### src/rtl/sha256_msg_schedule_if.sv
// Word-stream handshake between the message source, the schedule generator and the round block.
// master drives message words and consumes W; slave is the schedule generator.
interface sha256_msg_schedule_if;
    logic        in_valid;
    logic        in_ready;
    logic [31:0] in_word;
    logic        out_valid;
    logic        out_ready;
    logic [31:0] out_word;
    logic [5:0]  out_idx;
    logic        out_last;

    modport master (
        output in_valid, in_word, out_ready,
        input  in_ready, out_valid, out_word, out_idx, out_last
    );

    modport slave (
        input  in_valid, in_word, out_ready,
        output in_ready, out_valid, out_word, out_idx, out_last
    );
endinterface

### src/rtl/sha256_msg_schedule.sv
// SHA-256 message schedule: loads M_0..M_15, then emits W_0..W_63 from a 16-word
// sliding window that is shifted on every accepted input or output word.
module sha256_msg_schedule (
    input  logic                        clk,
    input  logic                        rst_n,
    sha256_msg_schedule_if.slave        bus
);

    typedef enum logic {StLoad, StEmit} state_e;

    state_e      state_q;
    logic [5:0]  cnt_q;
    logic [31:0] win_q [16];

    logic        in_acc;
    logic        out_acc;
    logic        shift;
    logic [31:0] next_w;
    logic [31:0] shift_word;

    function automatic logic [31:0] s0(input logic [31:0] x);
        return {x[6:0], x[31:7]} ^ {x[17:0], x[31:18]} ^ {3'b000, x[31:3]};
    endfunction

    function automatic logic [31:0] s1(input logic [31:0] x);
        return {x[16:0], x[31:17]} ^ {x[18:0], x[31:19]} ^ {10'b0, x[31:10]};
    endfunction

    // Window invariant: win_q[k] = W_{t+k}, so the appended word is W_{t+16}.
    always_comb begin
        next_w     = s1(win_q[14]) + win_q[9] + s0(win_q[1]) + win_q[0];
        in_acc     = (state_q == StLoad) && bus.in_valid;
        out_acc    = (state_q == StEmit) && bus.out_ready;
        shift      = in_acc || out_acc;
        shift_word = in_acc ? bus.in_word : next_w;
    end

    always_ff @(posedge clk or negedge rst_n) begin
        if (!rst_n) begin
            state_q <= StLoad;
            cnt_q   <= '0;
            for (int k = 0; k < 16; k++) begin
                win_q[k] <= '0;
            end
        end else begin
            if (shift) begin
                for (int k = 0; k < 15; k++) begin
                    win_q[k] <= win_q[k+1];
                end
                win_q[15] <= shift_word;
            end
            unique case (state_q)
                StLoad: begin
                    if (bus.in_valid) begin
                        if (cnt_q == 6'd15) begin
                            cnt_q   <= '0;
                            state_q <= StEmit;
                        end else begin
                            cnt_q <= cnt_q + 6'd1;
                        end
                    end
                end
                StEmit: begin
                    if (bus.out_ready) begin
                        if (cnt_q == 6'd63) begin
                            cnt_q   <= '0;
                            state_q <= StLoad;
                        end else begin
                            cnt_q <= cnt_q + 6'd1;
                        end
                    end
                end
            endcase
        end
    end

    // All outputs come straight from the state, counter and window registers.
    always_comb begin
        bus.in_ready  = (state_q == StLoad);
        bus.out_valid = (state_q == StEmit);
        bus.out_word  = win_q[0];
        bus.out_idx   = cnt_q;
        bus.out_last  = (state_q == StEmit) && (cnt_q == 6'd63);
    end

endmodule

### src/flat_wrapper.sv
// flat-port wrapper written by rule: the top's interface ports become plain ports
module sha256_msg_schedule_flat 
  (clk, rst_n, bus_in_valid, bus_in_word, bus_out_ready, bus_in_ready, bus_out_valid, bus_out_word, bus_out_idx, bus_out_last);
  sha256_msg_schedule_if bus_i ();
  input  logic clk;
  input  logic rst_n;
  input wire logic [$bits(bus_i.in_valid)-1:0] bus_in_valid;
  input wire logic [$bits(bus_i.in_word)-1:0] bus_in_word;
  input wire logic [$bits(bus_i.out_ready)-1:0] bus_out_ready;
  output wire logic [$bits(bus_i.in_ready)-1:0] bus_in_ready;
  output wire logic [$bits(bus_i.out_valid)-1:0] bus_out_valid;
  output wire logic [$bits(bus_i.out_word)-1:0] bus_out_word;
  output wire logic [$bits(bus_i.out_idx)-1:0] bus_out_idx;
  output wire logic [$bits(bus_i.out_last)-1:0] bus_out_last;
  assign bus_i.in_valid = bus_in_valid;
  assign bus_i.in_word = bus_in_word;
  assign bus_i.out_ready = bus_out_ready;
  assign bus_in_ready = bus_i.in_ready;
  assign bus_out_valid = bus_i.out_valid;
  assign bus_out_word = bus_i.out_word;
  assign bus_out_idx = bus_i.out_idx;
  assign bus_out_last = bus_i.out_last;
  sha256_msg_schedule u_core (.clk(clk), .rst_n(rst_n), .bus(bus_i));
endmodule
### config.mk
export PLATFORM = sky130hd
export DESIGN_NAME = sha256_msg_schedule_flat
export DESIGN_NICKNAME = d
export VERILOG_FILES = /design/src/rtl/sha256_msg_schedule_if.sv /design/src/rtl/sha256_msg_schedule.sv /design/src/flat_wrapper.sv
export SDC_FILE = /design/constraint.sdc
export NUM_CORES = 1
export LEC_CHECK = 0
export BUFFER_PORTS_ARGS = -buffer_cell sky130_fd_sc_hd__buf_2
export CAP_MARGIN = 5
export CORE_MARGIN = 2
export CORE_UTILIZATION = 56
export CTS_BUF_LIST = sky130_fd_sc_hd__clkbuf_16
export DETAILED_ROUTE_END_ITERATION = 7
export PLACE_DENSITY_LB_ADDON = 0.25
export REMOVE_ABC_BUFFERS = 1
export SETUP_SLACK_MARGIN = 0.05
export SYNTH_ARGS = -nofsm -noshare
export SYNTH_HDL_FRONTEND = slang
export SYNTH_SLANG_ARGS = --single-unit
### constraint.sdc
create_clock -name clk -period 4.15 [get_ports clk]
set_input_delay 0.6225 -clock clk [delete_from_list [all_inputs] [get_ports clk]]
set_output_delay 0.6225 -clock clk [all_outputs]
set_load 0.005 [all_outputs]
==> summary.md <==
The flow ran to the end, and the final reports show no timing, DRC or antenna violations. The number of maximum-capacitance constraint violations came out at 0. The post-route setup TNS was 0 ns. The die covers 44900 sq um. The tools report the sequential standard cell area as 13000 sq um. At the end of routability-driven placement, the weighted congestion stood at 0.935. Via density per instance: 5.18. Port buffering added 76 buffers. The largest total area in the synthesized netlist belongs to dfrtp_1. For this run, the register share of the synthesized area comes to 53.6%. Among all flip-flop cells after synthesis, the most frequent one is dfrtp_1. The run gives 53 as the number of distinct library cells after synthesis.

By count the netlist is led by 1427 x nand2_1, 519 x dfrtp_1, 157 x clkbuf_1. The half-perimeter wire length of the detailed placement result came out at 41.2 mm. After synthesis the netlist holds a flip-flop and latch count of 519. For the worst flop-to-flop path, the logic depth is 15. For the number of standard cells in the layout, taps in and fillers out, the log shows 3430.

For the maximum number of pins on one net before global-route repair, the log shows 156. The kind of end point of the critical path was a flop. 0 antenna diodes ended up in the layout. The worst pin sits at a relative slew slack of 38.7%.

The analysis attributes to cell leakage a power of 14.7 nW. Once placement completed, the tool counted placed cells totaling 3330. Clock skew on the completed layout was measured at 0.0258 ns.

The total iterations of the first detailed-routing run was 5; the worst setup slack for register-to-register paths was 0.05 ns. Cells with a size suffix above 1 make up 10.3% of the layout. The tools report the footprint of the multi-input gates as 10100 sq um. Data on the critical path arrives at its endpoint at 4.62 ns. The overall overflow remaining after global route is 0, and the highest achievable clock rate is 0.244 GHz.

Setup repair after global routing could not meet its margin everywhere. The tools report the launch instance of the worst register-to-register path as u_core.win_q[474]. Hold is met by 0.103 ns.

The die is 212 microns tall. The count of endpoints failing setup in the final report was 0; the global routing usage summed across all routing layers was 27.4%. The critical path in this run is classified as flop to flop. In the routed design, unresolved DRC markers number 0. After floorplanning, the core was sized to cover 42900 sq um.

The tools report the CTS buffer count as 53. TritonCTS built the clock tree. The routed layout has 17800 vias.

The first global-routing pass estimated 94.1 mm of wire. The portion of synthesized cell area occupied by the leading cell type was 53.6%. The tools report the CTS root buffer as clkbuf_16.

For the number of global-route vias before repair, the log shows 17300. The tools report the capture instance of the worst register-to-register path as u_core.win_q[29]. Yosys mapped a number of flops with a built-in enable equal to 0.

At the worst endpoint, the required time is 4.67 ns. Clock latency on the worst-skew pair, taken at its later pin, is 0.61 ns. For this design the ratio of total power to cell area is 941 nW/um^2. After clock tree synthesis, the clock-pin slew on the worst setup and hold paths is 0.06 ns.

The async set or reset register ratio after synthesis was 100%. The cell count after synthesis came out at 2800. The worst setup path is launched from a flop. By area the synthesized netlist is led by dfrtp_1 54%, nand2_1 22%, fa_1 5.1%, xnor2_1 4.3%, clkbuf_1 2.4%. The netlist area before placement is 24200 sq um.

The number of hold violations in the final report came out at 0. After synthesis, the mean cell area works out to 8.65 sq um. The clock passes through at most 3 buffers.

Wire length per cell after detailed routing: 17.3 microns. The first routing iteration left 1631 violations. The x dimension of the die is 212 microns, and the yosys synthesis warning count is 0. In this run the worst path has a maximum fanout of 5. After filler insertion, the fill cell instance count of the layout stands at 3608. Starting density of the core: 56.5%.

The H-tree was split into 2 levels. The number of antenna violations at the first check in global routing was 0. The final clock period utilization by the worst path was 98.7%; the final wirelength was 59.4 mm. For the net count reported at finish, the log shows 2940. The number of max-slew violations in the final report was 0; the worst-margin pin slew was 0.920 ns.

After layout, the design draws a total of 0.0256 W. The quantity of hold-fixing buffers added after cts is 0, and the number of standard-cell rows in the floorplan is 76. The count of nets left with antenna violations once routing finished came out at 0. Compared with the post-synthesis result, the final layout area differs by 12.1%. In this run the count of I/O pins placed on the die edge is 77.

Across the VDD grid, the largest voltage drop is 650 uV. The kind of path behind the tightest hold check was primary input to async pin. The sink count of the clock tree came out at 519.

Among all cell types in the netlist, the one instantiated most often is nand2_1. After layout, the minimum clock period comes to 4.10 ns.
-- worst max-delay path, cell delays in order (launching register included) --
cell	delay, ns
dfrtp_1	0.43
buf_4	0.19
xnor2_1	0.33
xnor2_1	0.18
fa_1	0.52
inv_1	0.05
fa_1	0.48
inv_1	0.05
ha_1	0.39
nand2_1	0.10
o21ai_0	0.10
or3_1	0.41
o211ai_2	0.26
a211oi_2	0.13
o2111a_1	0.27
nor3_2	0.12
-- power breakdown --
group | internal [W] | total [W] | switching, W
registers | 0.00639 | 0.00751 | 0.00111
clock network | 0.00236 | 0.00432 | 0.00196
logic | 0.00589 | 0.0137 | 0.00785
-- layout by cell type (no fill, tap or decap), types with 29 or more instances in the layout --
| master | n |
|---|---|
| xnor2_1 | 102 |
| dfrtp_1 | 507 |
| a21oi_1 | 43 |
| nor2_1 | 29 |
| clkbuf_16 | 53 |
| inv_1 | 162 |
| fa_1 | 61 |
| buf_2 | 75 |
| buf_4 | 69 |
| nand2_1 | 1426 |
| o21ai_0 | 53 |
-- what timing repair did --
| item | in CTS | in global routing |
|---|---|---|
| resized for setup | 16 | 59 |
| pin swaps | 6 | 25 |
| setup buffers | 5 | 5 |
| setup endpoints to repair | 14 | 21 |
-- kinds of logic after synthesis --
group,Yosys count,share of synthesized area [%]
xor+xnor,139,5.03
fa+ha+maj,94,6.78
mux,2,0.0878
simple gates,1507,23.8
buf+inv,354,6.02
flops,519,53.6
compound gates,185,4.64
-- worst max-delay path by stage --
stage / startpoint / endpoint / slack [ns] / cells past startpoint
after global placement: u_core.win_q[464] / u_core.win_q[23] / -0.37 / 15
after global routing: u_core.win_q[52] / u_core.win_q[29] / -0.05 / 17
after floorplan: bus_out_ready / u_core.win_q[224] / -11.73 / 3
final: u_core.win_q[474] / u_core.win_q[29] / 0.05 / 15
after CTS: u_core.win_q[464] / u_core.win_q[23] / 0.05 / 15
after detailed placement: u_core.win_q[464] / u_core.win_q[31] / -0.35 / 15
-- per-layer routing --
| metal | up-vias | track usage [%] | share of wire (%) |
|---|---|---|---|
| met5 | - | 0 | 0 |
| met1 | 8749 | 39.4 | 45 |
| met2 | 436 | 42.8 | 46 |
| met3 | 90 | 4.53 | 5.8 |
| met4 | 0 | 9.28 | 3.1 |
| li1 | 8507 | - | - |
-- sequential cells by signal (all words and copies together) (netlist names) --
| name | flops |
|---|---|
| u_core.win_q | 480 |
| u_core.bus.out_word | 32 |
| u_core.bus.out_idx | 6 |
| u_core.bus.out_valid | 1 |
-- layout make-up --
cell class	instances	area share (%)
clock buffers	53	4.88
clock inverters	37	0.778
repair buffers	161	4.49
flip-flops and latches	519	47.9
inverters	148	2.05
multi-input cells	1927	37.2
well taps	585	2.69
-- stage by stage --
step	cell area, sq um	util (%)	setup WS [ns]
after global placement	25200	58.8	-0.367
after global routing	27200	63.3	-0.0532
after detailed placement	25200	58.8	-0.348
after CTS	26900	62.7	0.0450
after floorplan	23300	-	-11.73
final	27200	63.3	0.0525
Note: power is estimated with default switching activity, not from simulation.
